===== config.mk =====
export PLATFORM = sky130hd
export DESIGN_NAME = mem_rmw_ctrl_flat
export DESIGN_NICKNAME = d
export VERILOG_FILES = /design/src/rtl/mem_rmw_ctrl_if.sv /design/src/rtl/mem_rmw_ctrl.sv /design/src/flat_wrapper.sv
export SDC_FILE = /design/constraint.sdc
export NUM_CORES = 1
export LEC_CHECK = 0
export ABC_CLOCK_PERIOD_IN_PS = 3500
export BUFFER_PORTS_ARGS = -buffer_cell sky130_fd_sc_hd__buf_2
export CELL_PAD_IN_SITES_DETAIL_PLACEMENT = 0
export CELL_PAD_IN_SITES_GLOBAL_PLACEMENT = 1
export CORE_ASPECT_RATIO = 1.75
export CORE_MARGIN = 2
export CORE_UTILIZATION = 40
export CTS_BUF_LIST = sky130_fd_sc_hd__clkbuf_2 sky130_fd_sc_hd__clkbuf_4 sky130_fd_sc_hd__clkbuf_8
export DETAILED_ROUTE_END_ITERATION = 16
export PLACE_DENSITY = 0.84
export REMOVE_ABC_BUFFERS = 1
export SYNTH_ARGS = -nofsm -noshare
export SYNTH_HDL_FRONTEND = slang
export SYNTH_SLANG_ARGS = --single-unit
export TNS_END_PERCENT = 5

===== constraint.sdc =====
create_clock -name clk -period 3.5 [get_ports clk]
set_clock_uncertainty 0.2 [all_clocks]
set_input_delay 0 -clock clk [delete_from_list [all_inputs] [get_ports clk]]
set_output_delay 0 -clock clk [all_outputs]
set_load 0.005 [all_outputs]

===== src/rtl/mem_rmw_ctrl_if.sv =====
// Access-size codes and the request/RAM bundle shared by the RMW controller and its requester.
// The master side drives requests and returns RAM read data; the slave side is the controller.
package mem_rmw_ctrl_pkg;
  localparam int unsigned EXT_MEM_CWIDTH = 2;
  localparam logic [EXT_MEM_CWIDTH-1:0] MEM_WTYPE_BYTE = 2'd0;
  localparam logic [EXT_MEM_CWIDTH-1:0] MEM_WTYPE_HALF = 2'd1;
  localparam logic [EXT_MEM_CWIDTH-1:0] MEM_WTYPE_WORD = 2'd2;
endpackage

interface mem_rmw_ctrl_if #(
  parameter int unsigned MEM_AW = 11
);
  logic                                       iReq;
  logic                                       iWe;
  logic [31:0]                                iAddr;
  logic [31:0]                                iWData;
  logic [mem_rmw_ctrl_pkg::EXT_MEM_CWIDTH-1:0] iType;
  logic                                       iSigned;
  logic                                       roBusy;
  logic                                       roDone;
  logic                                       roErr;
  logic [31:0]                                roRData;
  logic [MEM_AW-1:0]                          roMemAddr;
  logic                                       roMemWe;
  logic [31:0]                                roMemWData;
  logic [31:0]                                iMemRData;

  modport master (
    output iReq, iWe, iAddr, iWData, iType, iSigned, iMemRData,
    input  roBusy, roDone, roErr, roRData, roMemAddr, roMemWe, roMemWData
  );

  modport slave (
    input  iReq, iWe, iAddr, iWData, iType, iSigned, iMemRData,
    output roBusy, roDone, roErr, roRData, roMemAddr, roMemWe, roMemWData
  );
endinterface


===== src/rtl/mem_rmw_ctrl.sv =====
// Byte/half/word load-store controller over a 32-bit synchronous-read RAM.
// Sub-word stores are done as read-modify-write; all outputs are registered.
module mem_rmw_ctrl #(
  parameter int unsigned MEM_AW = 11
) (
  input  logic          clk,
  input  logic          rst,
  mem_rmw_ctrl_if.slave bus
);
  import mem_rmw_ctrl_pkg::*;

  localparam int unsigned DW = 32;

  typedef enum logic [2:0] {
    S_IDLE = 3'd0,
    S_RD   = 3'd1,
    S_WAIT = 3'd2,
    S_WR   = 3'd3,
    S_DONE = 3'd4
  } state_e;

  state_e                    state_q;
  logic                      we_q;
  logic                      signed_q;
  logic [EXT_MEM_CWIDTH-1:0] type_q;
  logic [1:0]                pos_q;
  logic [15:0]               wdata_q;
  logic                      busy_q;
  logic                      done_q;
  logic                      err_q;
  logic                      mem_we_q;
  logic [DW-1:0]             rdata_q;
  logic [DW-1:0]             mem_wdata_q;
  logic [MEM_AW-1:0]         mem_addr_q;

  logic                      misalign_c;
  logic                      known_c;
  logic [15:0]               half_c;
  logic [7:0]                byte_c;
  logic [DW-1:0]             merge_d;
  logic [DW-1:0]             load_d;
  logic                      unused_addr_c;

  // Upper byte-address bits lie outside the RAM and are intentionally dropped.
  assign unused_addr_c = ^bus.iAddr[DW-1:MEM_AW+2];

  always_comb begin
    misalign_c = 1'b0;
    known_c    = 1'b1;
    case (bus.iType)
      MEM_WTYPE_HALF: misalign_c = bus.iAddr[0];
      MEM_WTYPE_WORD: misalign_c = |bus.iAddr[1:0];
      MEM_WTYPE_BYTE: misalign_c = 1'b0;
      default:        known_c    = 1'b0;
    endcase
  end

  // Sub-word selection from the word returned by the RAM.
  always_comb begin
    half_c = pos_q[1] ? bus.iMemRData[31:16] : bus.iMemRData[15:0];
    case (pos_q)
      2'd0:    byte_c = bus.iMemRData[7:0];
      2'd1:    byte_c = bus.iMemRData[15:8];
      2'd2:    byte_c = bus.iMemRData[23:16];
      default: byte_c = bus.iMemRData[31:24];
    endcase
  end

  always_comb begin
    merge_d = bus.iMemRData;
    load_d  = bus.iMemRData;
    case (type_q)
      MEM_WTYPE_HALF: begin
        if (pos_q[1]) merge_d[31:16] = wdata_q;
        else          merge_d[15:0]  = wdata_q;
        load_d = {{16{signed_q & half_c[15]}}, half_c};
      end
      MEM_WTYPE_BYTE: begin
        case (pos_q)
          2'd0:    merge_d[7:0]   = wdata_q[7:0];
          2'd1:    merge_d[15:8]  = wdata_q[7:0];
          2'd2:    merge_d[23:16] = wdata_q[7:0];
          default: merge_d[31:24] = wdata_q[7:0];
        endcase
        load_d = {{24{signed_q & byte_c[7]}}, byte_c};
      end
      default: begin
        merge_d = bus.iMemRData;
        load_d  = bus.iMemRData;
      end
    endcase
  end

  always_ff @(posedge clk or posedge rst) begin
    if (rst) begin
      state_q     <= S_IDLE;
      we_q        <= 1'b0;
      signed_q    <= 1'b0;
      type_q      <= '0;
      pos_q       <= '0;
      wdata_q     <= '0;
      busy_q      <= 1'b0;
      done_q      <= 1'b0;
      err_q       <= 1'b0;
      mem_we_q    <= 1'b0;
      rdata_q     <= '0;
      mem_wdata_q <= '0;
      mem_addr_q  <= '0;
    end else begin
      done_q   <= 1'b0;
      mem_we_q <= 1'b0;
      case (state_q)
        S_IDLE: begin
          if (bus.iReq) begin
            we_q       <= bus.iWe;
            signed_q   <= bus.iSigned;
            type_q     <= bus.iType;
            pos_q      <= bus.iAddr[1:0];
            wdata_q    <= bus.iWData[15:0];
            mem_addr_q <= bus.iAddr[MEM_AW+1:2];
            busy_q     <= 1'b1;
            err_q      <= 1'b0;
            if (misalign_c) begin
              err_q   <= 1'b1;
              done_q  <= 1'b1;
              state_q <= S_DONE;
            end else if (bus.iWe && bus.iType == MEM_WTYPE_WORD) begin
              mem_we_q    <= 1'b1;
              mem_wdata_q <= bus.iWData;
              state_q     <= S_WR;
            end else if (bus.iWe && !known_c) begin
              // Zero-byte store: nothing to write, complete immediately.
              done_q  <= 1'b1;
              state_q <= S_DONE;
            end else begin
              state_q <= S_RD;
            end
          end
        end
        S_RD: state_q <= S_WAIT;
        S_WAIT: begin
          if (we_q) begin
            mem_we_q    <= 1'b1;
            mem_wdata_q <= merge_d;
            state_q     <= S_WR;
          end else begin
            rdata_q <= load_d;
            done_q  <= 1'b1;
            state_q <= S_DONE;
          end
        end
        S_WR: begin
          done_q  <= 1'b1;
          state_q <= S_DONE;
        end
        S_DONE: begin
          busy_q  <= 1'b0;
          state_q <= S_IDLE;
        end
        default: state_q <= S_IDLE;
      endcase
    end
  end

  assign bus.roBusy     = busy_q;
  assign bus.roDone     = done_q;
  assign bus.roErr      = err_q;
  assign bus.roRData    = rdata_q;
  assign bus.roMemAddr  = mem_addr_q;
  assign bus.roMemWe    = mem_we_q;
  assign bus.roMemWData = mem_wdata_q;

endmodule


===== src/flat_wrapper.sv =====
// flat-port wrapper written by rule: the top's interface ports become plain ports
module mem_rmw_ctrl_flat import mem_rmw_ctrl_pkg::*;
#(
  parameter int unsigned MEM_AW = 11
)
  (clk, rst, bus_iReq, bus_iWe, bus_iAddr, bus_iWData, bus_iType, bus_iSigned, bus_iMemRData, bus_roBusy, bus_roDone, bus_roErr, bus_roRData, bus_roMemAddr, bus_roMemWe, bus_roMemWData);
  mem_rmw_ctrl_if #(.MEM_AW(MEM_AW)) bus_i ();
  input  logic clk;
  input  logic rst;
  input wire logic [$bits(bus_i.iReq)-1:0] bus_iReq;
  input wire logic [$bits(bus_i.iWe)-1:0] bus_iWe;
  input wire logic [$bits(bus_i.iAddr)-1:0] bus_iAddr;
  input wire logic [$bits(bus_i.iWData)-1:0] bus_iWData;
  input wire logic [$bits(bus_i.iType)-1:0] bus_iType;
  input wire logic [$bits(bus_i.iSigned)-1:0] bus_iSigned;
  input wire logic [$bits(bus_i.iMemRData)-1:0] bus_iMemRData;
  output wire logic [$bits(bus_i.roBusy)-1:0] bus_roBusy;
  output wire logic [$bits(bus_i.roDone)-1:0] bus_roDone;
  output wire logic [$bits(bus_i.roErr)-1:0] bus_roErr;
  output wire logic [$bits(bus_i.roRData)-1:0] bus_roRData;
  output wire logic [$bits(bus_i.roMemAddr)-1:0] bus_roMemAddr;
  output wire logic [$bits(bus_i.roMemWe)-1:0] bus_roMemWe;
  output wire logic [$bits(bus_i.roMemWData)-1:0] bus_roMemWData;
  assign bus_i.iReq = bus_iReq;
  assign bus_i.iWe = bus_iWe;
  assign bus_i.iAddr = bus_iAddr;
  assign bus_i.iWData = bus_iWData;
  assign bus_i.iType = bus_iType;
  assign bus_i.iSigned = bus_iSigned;
  assign bus_i.iMemRData = bus_iMemRData;
  assign bus_roBusy = bus_i.roBusy;
  assign bus_roDone = bus_i.roDone;
  assign bus_roErr = bus_i.roErr;
  assign bus_roRData = bus_i.roRData;
  assign bus_roMemAddr = bus_i.roMemAddr;
  assign bus_roMemWe = bus_i.roMemWe;
  assign bus_roMemWData = bus_i.roMemWData;
  mem_rmw_ctrl #(.MEM_AW(MEM_AW)) u_core (.clk(clk), .rst(rst), .bus(bus_i));
endmodule

=== Yosys cells after proc, flatten, opt, wreduce, memory -nomap -nowiden ===
Cells that the tools add are included.

* Bits of input ports: 103
* Word-level logic and storage cells: 82
* Output and inout port bits: 79
* Bits in registers: 104

* Reductions and logical operators: 16
* Equality and inequality tests: 13
* Multiplexer cells: 37
* Bitwise gates (word level): 3

{| class="wikitable"
|+ Operator list
! kind !! count
|-
| $pmux 32 s2 || 3
|-
| $mux 32 || 4
|-
| $mux 16 || 3
|-
| $mux 8 || 4
|-
| $pmux 8 s3 || 1
|-
| $mux 3 || 5
|-
| $mux 1 || 12
|-
| $pmux 3 s4 || 1
|-
| $eq 2x1->1 const B || 3
|-
| $eq 3x2->1 const B || 2
|-
| $logic_not 2->1 || 3
|-
| $pmux 1 s2 || 3
|-
| $reduce_and 2->1 || 3
|-
| $reduce_or 3->1 || 2
|-
| $reduce_and 5->1 || 1
|-
| $eq 2x2->1 const B || 2
|-
| $ne 2x1->1 const B || 2
|-
| $ne 2x2->1 const B || 2
|-
| $reduce_bool 2->1 || 2
|-
| $eq 3x1->1 const B || 1
|-
| $eq 3x3->1 const B || 1
|-
| $logic_not 3->1 || 1
|-
| $pmux 1 s3 || 1
|-
| $and 1x1->1 || 2
|-
| 4 further kinds || 5
|}

=== Longest topological paths before layout ===
Gate-level depths: netlist (run 1).

* Depth after elaboration: 10
* Mapped depth: 8
* Gate-level depth less buffers: 7

=== Least setup slack after synthesis (run 1) ===
OpenSTA, ideal clock, no wires.

* Path type: register to register
* Start point: register u_core.state_q[0]
* End point: register u_core.mem_wdata_q[24], in the netlist u_core.bus.roMemWData[24]
* Buffers on the path: 3
* Library setup time: 0.125 ns
* Cell stages (with the launch flop): 9
* Slack: 1.421 ns
* Data required time: 3.175 ns
* Arrival: 1.755 ns
* Cell sequence: dfrtp_1 -> buf_6 -> nor4b_2 -> buf_4 -> nand3_4 -> o21a_1 -> buf_6 -> inv_4 -> mux2_2

* Word-level cells in the longest chain between the ends: 3

{| class="wikitable"
|+ RTL lines
! element !! line !! RTL
|-
| from (decl) || mem_rmw_ctrl.sv:22 || <nowiki>state_e state_q;</nowiki>
|-
| from (signal assigned) || mem_rmw_ctrl.sv:96 || <nowiki>state_q <= S_IDLE;</nowiki>
|-
| from (signal assigned) || mem_rmw_ctrl.sv:126 || <nowiki>state_q <= S_DONE;</nowiki>
|-
| from (signal assigned) || mem_rmw_ctrl.sv:130 || <nowiki>state_q <= S_WR;</nowiki>
|-
| $eq 3x2->1 / $logic_not 3->1 (equally long branches) || mem_rmw_ctrl.sv:112 || <nowiki>case (state_q)</nowiki>
|-
| $ne 2x1->1 (no line), or another cell as far along || n/a ||
|-
| $reduce_and 5->1 (no line) || n/a ||
|-
| to (signal assigned) || mem_rmw_ctrl.sv:129 || <nowiki>mem_wdata_q <= bus.iWData;</nowiki>
|-
| to (signal assigned) || mem_rmw_ctrl.sv:144 || <nowiki>mem_wdata_q <= merge_d;</nowiki>
|-
| to (decl) || mem_rmw_ctrl.sv:33 || <nowiki>logic [DW-1:0] mem_wdata_q;</nowiki>
|}

Several ways; a longest one is shown, not always the timed one.
A chain may end at the register's enable or synchronous reset.

=== Worst setup path after layout (run 1) ===
* Start point: register u_core.state_q[0]
* End point: register u_core.mem_wdata_q[18], in the netlist u_core.bus.roMemWData[18]

The elaborated chain is that of the path after synthesis.

==> summary.txt, run 1 <==
status: finished, final reports clean
Worst path max stage delay: 0.58 ns
CP max FO: 25
Vias: 5620
top cells by area in the synthesized netlist: dfrtp_1, mux2_2, nor2_1
DP Worst Slack: 0.8440 ns
Antenna Nets Post-Route: 0
Seq/Total Area, Yosys: 0.4475
CTS tree: done
Cell Area, Placed: 6759 µm²
synth warn: 0
R2R Setup Slk: 0.31 ns
CP endpoint: u_core.bus.roMemWData[18]
number of global-route vias before repair: 5787
Hold Fails Final Rpt: 0
worst-margin pin slew: 1.055 ns
power density over cell area: 797.3 nW/µm²
final-stage net count: 909
post-synth top area cell: dfrtp_1
H-Tree Depth: 3
RePlAce Congestion: 0.8819
Max-Cap Viols: 0
die area: 15560 µm²
std cell rows: 58
detailed-route DRC error count: 0
Num CTS Buffers: 9
# Post-CTS Setup Buffers: 0
Setup violations, final: 0
f_max: 313.7 MHz
Post-synth EDFFs: 0
final worst path period need: 3.188 ns
Total Wirelength: 19.60 mm
Yosys top cell area share: 0.4475
core area: 14300 µm²
1st-pass router iterations: 5
Placed Cells: 885
Synth Cell Area: 5816 µm²
Pleak: 3.566 nW
Crit path arrival time: 3.32 ns
RSZ-0062 raised after global routing: false
maximum VDD drop: 0.3704 mV
# diodes: 0
Worst Path Buf+Inv: 2
Max Slew Vio Count: 0
routed vias/inst: 5.688
Area Overhead vs Synth: 34.34%
simple-gate portion of the synthesized area: 0.1244
Yosys cell types: 47
Bufs on Longest Clock Path: 2
most frequent cells in the layout: buf_2, dfrtp_1, dlygate4sd3_1
largest net degree at the start of global routing: 85
Worst-path clk slew: 0.10 ns
initial drt markers: 366
grt ovf: 0
top_reg_cell synth: dfrtp_1
FF+latch count, synth: 104
Finished Layout Cells: 988
CP startpoint kind: flop
WL/cell: 19.84 µm
reg2reg start: u_core.state_q[0]
layout cells sized above 1: 0.3540
fraction of registers with async set/reset: 1.000
die height: 163.5 µm
Critical Path Start: u_core.state_q[0]
aggregate global-route resource usage: 0.2540
CP required: 3.63 ns
mux contribution to synthesized area: 0.1416
kind of critical path: reg2reg
largest family of logic cells by synthesized area: compound AO/OA/AOI/OAI gates
Root Buffer: clkbuf_8
worst r2r dst: u_core.bus.roMemWData[18]
worst path cell trace: nor4b_4 -> nand3_4 -> o21a_1 -> buf_4 -> o31ai_1 -> dlygate4sd3_1
CP endpoint kind: flop
Final HPWL DP: 13.84 mm
I/O pin cnt: 182
clock latency on the worst-skew pair: 0.38 ns
cells after synthesis: 579
compound-gate portion of the synthesized area: 0.2319
fill count: 1282
Worst Hold Class: in2reg
initial core utilization: 0.4068
commonest non-fill, non-tap cell in the layout: buf_2
Post-Synth Adder-Cell Area: 0.006454
Die W: 95.15 µm
delay-heaviest family, CP: buffers and inverters
slowest CP cell: dlygate4sd3_1
WP depth: 6
Pwr Total: 6.229 mW
clock tree sinks: 104
hold slack: 0.03379 ns
FF-to-FF path depth: 6
PnR worst setup slack: 0.3123 ns
syn_area_per_cell: 10.04 µm²
initial antenna violation count: 0
Post-Synth XOR/XNOR Area: 0
headroom to the max-slew limit: 0.2963
Port Buf Inserts: 162
final period utilization: 0.9108
first-pass GRT wire length: 30.30 mm
Final Cell Area: 7812 µm²
[cell usage after synthesis, drive strengths merged, types with 3 or more instances]
master	n
dfrtp	104
mux2	64
nor2	60
a21oi	36
clkbuf	34
nand3	34
nand2	33
o21ai	29
o31ai	25
o211ai	24
buf	21
a221oi	17
a221o	14
a21o	10
a22oi	8
a31oi	8
and3	8
mux2i	8
a21boi	7
inv	6
nand2b	5
nor2b	4
ha	3
[worst min path at each step]
stage,startpoint,endpoint,slack [ns],depth (start not counted)
final,bus_iWData[26],u_core.bus.roMemWData[26],0.03,4
after floorplan,bus_iType[1],u_core.type_q[1],-0.08,2
after CTS,bus_iWData[26],u_core.bus.roMemWData[26],0.01,4
after global routing,bus_iWData[26],u_core.bus.roMemWData[26],0.05,4
after global placement,bus_iAddr[8],u_core.bus.roMemAddr[6],0.03,2
after detailed placement,bus_iAddr[12],u_core.bus.roMemAddr[10],0.04,2
[metal layers]
layer  up-vias  global-route usage  part of all wire
li1       2587                   -                 -
met1      2786              0.2987              0.38
met2       202              0.4555              0.54
met3        45             0.03459             0.045
met4         0              0.1014             0.033
met5         -                   0                 0
[state kept, by name, summed over array words and instances (netlist names)]
signal and count:
u_core.bus.roErr 1, u_core.bus.roMemWe 1, u_core.bus.roMemWData 32, u_core.signed_q 1
u_core.bus.roMemAddr 11, u_core.type_q 2, u_core.wdata_q 16, u_core.state_q 3
u_core.bus.roDone 1, u_core.bus.roRData 32, u_core.bus.roBusy 1, u_core.pos_q 2
u_core.we_q 1
[cell type report]
type / count / area (µm²) / area share
clock buffers: 12 / 152.6 / 0.01954
clock inverters: 4 / 30.03 / 0.003844
inverters: 6 / 27.53 / 0.003523
multi-input cells: 414 / 2950 / 0.3776
flip-flops and latches: 104 / 2603 / 0.3331
well taps: 180 / 225.2 / 0.02883
repair buffers: 268 / 1824 / 0.2335
[through the flow]
| step | utilization | setup TNS, ns |
|---|---|---|
| 5_1_grt | 0.5465 | 0 |
| 2_1_floorplan | - | -28.02 |
| 3_3_place_gp | 0.4728 | 0 |
| 4_1_cts | 0.5465 | 0 |
| 3_5_place_dp | 0.4728 | 0 |
| 6_report | 0.5465 | 0 |
[where the power goes]
part           internal, mW  total (mW)  switching [mW]
clock network         0.295       0.724           0.429
logic                  1.51        3.22            1.71
registers              1.77        2.29           0.514
total                  3.58        6.23            2.65
[cell families (layout without fill, tap and decap cells)]
logic type	count (synthesis)	after routing
DFF	104	104
adders and majority gates	3	3
AOI/OAI and AO/OA	186	186
buffers and inverters	61	290
and+or+nand+nor	152	152
muxes	73	73
[worst min-delay path, delay by kind of cell]
family	cells	cell delay, ns
AND/OR/NAND/NOR	1	0.11
buffers and inverters	1	0.12
AO/OA/AOI/OAI	1	0.08
multiplexers	1	0.27
[repair_timing]
action,in CTS,in global routing
hold buffers,87,0
endpoints found under the hold margin,183,0
resized for setup,0,0
Note: power is estimated with default switching activity, not from simulation.
==> run 2: changes to the inputs <==
- CELL_PAD_IN_SITES_DETAIL_PLACEMENT: 0 -> not set
- CELL_PAD_IN_SITES_GLOBAL_PLACEMENT: 1 -> not set
- PLACE_DENSITY: 0.84 -> 0.66
- SKIP_CTS_REPAIR_TIMING: not set -> 1
==> summary.txt, run 2 (synthesis gave the netlist of run 1 again) <==
status: finished with violations
violated checks: negative hold slack
final-stage net count: 907 (-0.22%)
Storage cell area: 2603 µm² (unchanged)
final worst path period need: 3.291 ns (+0.1034 ns)
aggregate global-route resource usage: 0.2453 (-0.008674)
delay-heaviest family, CP: buffers and inverters
Worst Path Buf+Inv: 2 (unchanged)
Die W: 95.15 µm (unchanged)
worst hold path stage count: 4 (unchanged)
std cell rows: 58 (unchanged)
FF-to-FF path depth: 6 (unchanged)
CP endpoint kind: flop
Root Buffer: clkbuf_8
hold slack: -0.04267 ns (-0.07646 ns)
CP required: 3.63 ns (about the same)
Cell Area, Placed: 6736 µm² (-0.33%)
routed vias/inst: 5.809 (+2.1%)
WL/cell: 20.50 µm (+3.3%)
CTS tree: done
Final HPWL DP: 13.81 mm (-0.23%)
Port Buf Inserts: 162 (unchanged)
Num CTS Buffers: 9 (unchanged)
f_max: 303.8 MHz (-3.1%)
first-pass GRT wire length: 28.90 mm (-4.6%)
Worst-path clk slew: 0.10 ns (about the same)
maximum VDD drop: 0.3501 mV (-5.5%)
number of global-route vias before repair: 5274 (-8.9%)
Final Cell Area: 7801 µm² (-0.14%)
WP depth: 6 (unchanged)
detailed-route DRC error count: 0 (unchanged)
most frequent cells in the layout: buf_2, dfrtp_1, dlygate4sd3_1
fill count: 1266 (-1.2%)
headroom to the max-slew limit: 0.1672 (-0.1291)
grt ovf: 0 (unchanged)
Crit path arrival time: 3.42 ns (+0.10 ns)
H-Tree Depth: 3 (unchanged)
die area: 15560 µm² (unchanged)
power density over cell area: 804.2 nW/µm² (+0.87%)
slowest CP cell: dlygate4sd3_1
worst-margin pin slew: 1.249 ns (+0.1937 ns)
CP max FO: 25 (unchanged)
core area: 14300 µm² (unchanged)
Bufs on Longest Clock Path: 2 (unchanged)
clock tree sinks: 104 (unchanged)
initial core utilization: 0.4068 (unchanged)
clock latency on the worst-skew pair: 0.39 ns (about the same)
Hold Fails Final Rpt: 1 (+1)
kind of critical path: reg2reg
Max-Cap Viols: 0 (unchanged)
Worst Hold Class: in2reg
die height: 163.5 µm (unchanged)
initial drt markers: 405 (+11%)
final period utilization: 0.9403 (+0.02955)
layout cells sized above 1: 0.3511 (-0.002844)
Area Overhead vs Synth: 34.14%
initial antenna violation count: 0 (unchanged)
Total Wirelength: 20.22 mm (+3.1%)
Vias: 5728 (+1.9%)
worst path cell trace: nor4b_4 -> nand3_4 -> o21a_1 -> buf_4 -> o31ai_1 -> dlygate4sd3_1
Antenna Nets Post-Route: 0 (unchanged)
# diodes: 0 (unchanged)
commonest non-fill, non-tap cell in the layout: buf_2
1st-pass router iterations: 6 (+1)
largest net degree at the start of global routing: 42 (-51%)
Pleak: 3.569 nW (about the same)
RSZ-0062 raised after global routing: false
RePlAce Congestion: 0.8588 (-2.6%)
footprint of the multi-input gates: 2950 µm² (unchanged)
Max Slew Vio Count: 0 (unchanged)
Setup violations, final: 0 (unchanged)
I/O pin cnt: 182 (unchanged)
Worst path max stage delay: 0.60 ns (+0.02 ns)
CP startpoint kind: flop
-- run 2: cell types whose count changed in the layout (fill, tap and decap cells not counted), sizes merged --
cell / before / now
clkbuf: 12 / 11
clkinv: 0 / 1
dlygate4sd3: 87 / 88
buf: 181 / 178
clkinvlp: 4 / 1
inv: 6 / 9
-- run 2: cell type report --
cell class	count	share of cell area
Multi-Input combinational cell	414	0.3782
Inverter	6	0.003528
Clock inverter	5	0.004972
Clock buffer	11	0.01860
Timing Repair Buffer	266	0.2322
Sequential cell	104	0.3336
Tap cell	180	0.02887
-- run 2: worst paths after layout --
path                                                   to  slack [ns]             startpoint
worst min-delay path            u_core.bus.roMemWData[24]       -0.04         bus_iWData[24]
max in group asynchronous       u_core.bus.roMemWData[23]        2.24                    rst
worst min register to register      u_core.bus.roRData[2]        0.29  u_core.bus.roRData[2]
worst max register to register  u_core.bus.roMemWData[22]        0.21      u_core.state_q[0]
worst max-delay path            u_core.bus.roMemWData[22]        0.21      u_core.state_q[0]
min in group asynchronous       u_core.bus.roMemWData[29]           0                    rst
-- run 2: worst min-delay path: stages --
cell and delay, ns:
buf_2 0.10, nor2_1 0.04, a31oi_1 0.20, mux2_2 0.18
-- run 2: per-layer routing --
metal | up-vias | part of all wire | GRT usage
li1 | 2589 | - | -
met1 | 2766 | 0.38 | 0.2978
met2 | 296 | 0.52 | 0.4117
met3 | 77 | 0.051 | 0.03321
met4 | 0 | 0.051 | 0.1364
met5 | - | 0 | 0
-- run 2: metrics by stage --
| step | setup WS, ns | power (mW) | setup TNS (ns) | std cells | utilization |
|---|---|---|---|---|---|
| 2_1_floorplan | -1.052 | 4.083 | -28.02 | 524 | - |
| 3_3_place_gp | 0.9062 | 5.273 | 0 | 882 | 0.4712 |
| 3_5_place_dp | 0.8479 | 5.384 | 0 | 882 | 0.4712 |
| 4_1_cts | 0.8103 | 6.129 | 0 | 898 | 0.4841 |
| 5_1_grt | 0.08996 | 6.667 | 0 | 986 | 0.5457 |
| 6_report | 0.2088 | 6.274 | 0 | 986 | 0.5457 |
-- run 2: report_power, final --
| group | internal, mW | switching (mW) | total, mW |
|---|---|---|---|
| registers | 1.77 | 0.524 | 2.29 |
| clock network | 0.293 | 0.449 | 0.743 |
| logic | 1.51 | 1.73 | 3.24 |
==> run 3: changes to the inputs <==
- PLACE_DENSITY: 0.66 -> not set
- PLACE_DENSITY_LB_ADDON: not set -> 0.3
==> summary.txt, run 3 (synthesis gave the netlist of run 1 again) <==
largest net degree at the start of global routing: 88 (+110%)
Hold Fails Final Rpt: 0 (-1)
hold slack: 0.1746 ns (+0.2173 ns)
RePlAce Congestion: 0.8546 (-0.49%)
final worst path period need: 3.325 ns (+0.03346 ns)
H-Tree Depth: 3 (unchanged)
Num CTS Buffers: 9 (unchanged)
die height: 163.5 µm (unchanged)
CP required: 3.62 ns (about the same)
Comb power frac: 0.510 (-0.006)
fill count: 1259 (-0.55%)
grt ovf: 0 (unchanged)
Antenna Nets Post-Route: 0 (unchanged)
final-stage net count: 909 (+0.22%)
status: finished, final reports clean
Root Buffer: clkbuf_8
clock latency on the worst-skew pair: 0.39 ns (about the same)
DP Worst Slack: 0.7727 ns (-0.07517 ns)
power density over cell area: 807.5 nW/µm² (+0.41%)
std cell rows: 58 (unchanged)
Flop pwr share: 0.363 (-0.003)
CP startpoint kind: flop
1st-pass router iterations: 7 (+1)
Pleak: 3.590 nW (+0.58%)
number of global-route vias before repair: 5387 (+2.1%)
Max Slew Vio Count: 0 (unchanged)
Bufs on Longest Clock Path: 2 (unchanged)
Final HPWL DP: 13.76 mm (-0.36%)
headroom to the max-slew limit: 0.2552 (+0.08798)
final period utilization: 0.9499 (+0.009560)
core area: 14300 µm² (unchanged)
Die W: 95.15 µm (unchanged)
kind of critical path: reg2reg
Worst-path clk slew: 0.11 ns (about the same)
Vias: 5660 (-1.2%)
initial drt markers: 405 (unchanged)
Max-Cap Viols: 0 (unchanged)
Pwr Total: 6.328 mW (+0.86%)
Worst Hold Class: in2reg
layout cells sized above 1: 0.3515 (+0.0003685)
WL/cell: 20.16 µm (-1.7%)
f_max: 300.8 MHz (-1.0%)
CTS tree: done
NetSw: 2.704 mW (about the same)
aggregate global-route resource usage: 0.2454 (about the same)
first-pass GRT wire length: 29.12 mm (+0.74%)
most frequent cells in the layout: buf_2, dfrtp_1, dlygate4sd3_1
Total Wirelength: 19.92 mm (-1.5%)
routed vias/inst: 5.729 (-1.4%)
clock tree sinks: 104 (unchanged)
CP endpoint kind: flop
maximum VDD drop: 0.3695 mV (+5.5%)
die area: 15560 µm² (unchanged)
CP max FO: 25 (unchanged)
initial core utilization: 0.4068 (unchanged)
Switching Fraction: 0.4273 (-0.003551)
Port Buf Inserts: 162 (unchanged)
worst-margin pin slew: 1.117 ns (-0.1320 ns)
Power Internal: 3.624 mW (+1.5%)
commonest non-fill, non-tap cell in the layout: buf_2
I/O pin cnt: 182 (unchanged)
RSZ-0062 raised after global routing: false
Crit path arrival time: 3.45 ns (+0.03 ns)
# diodes: 0 (unchanged)
initial antenna violation count: 0 (unchanged)
clock network power share: 0.126 (+0.008)
detailed-route DRC error count: 0 (unchanged)
Area Overhead vs Synth: 34.75%
PnR worst setup slack: 0.1754 ns (-0.03346 ns)
Setup violations, final: 0 (unchanged)
Layout Utilization: 0.5481 (+0.002451)
[run 3: path summary, 6_finish.rpt]
path	from	depth (start not counted)	slack, ns	endpoint
max in group asynchronous	rst	4	1.94	u_core.bus.roMemWData[22]
min in group asynchronous	rst	3	0.22	u_core.bus.roMemAddr[6]
setup / recovery	u_core.state_q[0]	6	0.18	u_core.bus.roMemWData[18]
hold / removal	bus_iAddr[11]	3	0.17	u_core.bus.roMemAddr[9]
setup reg to reg	u_core.state_q[0]	6	0.18	u_core.bus.roMemWData[18]
hold reg to reg	u_core.bus.roRData[6]	2	0.29	u_core.bus.roRData[6]
[run 3: through the flow]
step | setup TNS [ns] | instance area (µm²) | cells
2_1_floorplan | -28.02 | 5560 | 524
3_3_place_gp | 0 | 6744 | 883
3_5_place_dp | 0 | 6744 | 883
4_1_cts | 0 | 6945 | 899
5_1_grt | 0 | 7836 | 988
6_report | 0 | 7836 | 988
[run 3: layer usage]
layer	global-route usage	share of wire	vias to the layer above
met5	0	0	-
li1	-	-	2599
met1	0.3016	0.39	2761
met2	0.4123	0.51	244
met4	0.1271	0.048	0
met3	0.03321	0.047	56
[run 3: cell type report]
cell class / count / area [µm²] / share of cell area
clock buffers: 9 / 123.9 / 0.01581
clock inverters: 7 / 77.57 / 0.009899
inverters: 6 / 27.53 / 0.003513
multi-input cells: 414 / 2950 / 0.3765
flip-flops and latches: 104 / 2603 / 0.3321
well taps: 180 / 225.2 / 0.02874
repair buffers: 268 / 1829 / 0.2334
[run 3: power by group through the flow]
stage          Clock (mW)  Combinational [mW]  Sequential, mW
3_3_place_gp            0                2.99            2.28
6_report            0.798                3.23            2.30
5_1_grt             0.867                3.53            2.37
2_1_floorplan           0                1.81            2.27
4_1_cts             0.813                3.10            2.29
3_5_place_dp            0                3.08            2.31
[run 3: critical path: stages, from the launching register on]
cell and delay (ns):
dfrtp_1 0.51, nor4b_4 0.41, nand3_4 0.35, o21a_1 0.56
buf_4 0.34, o31ai_1 0.29, dlygate4sd3_1 0.60
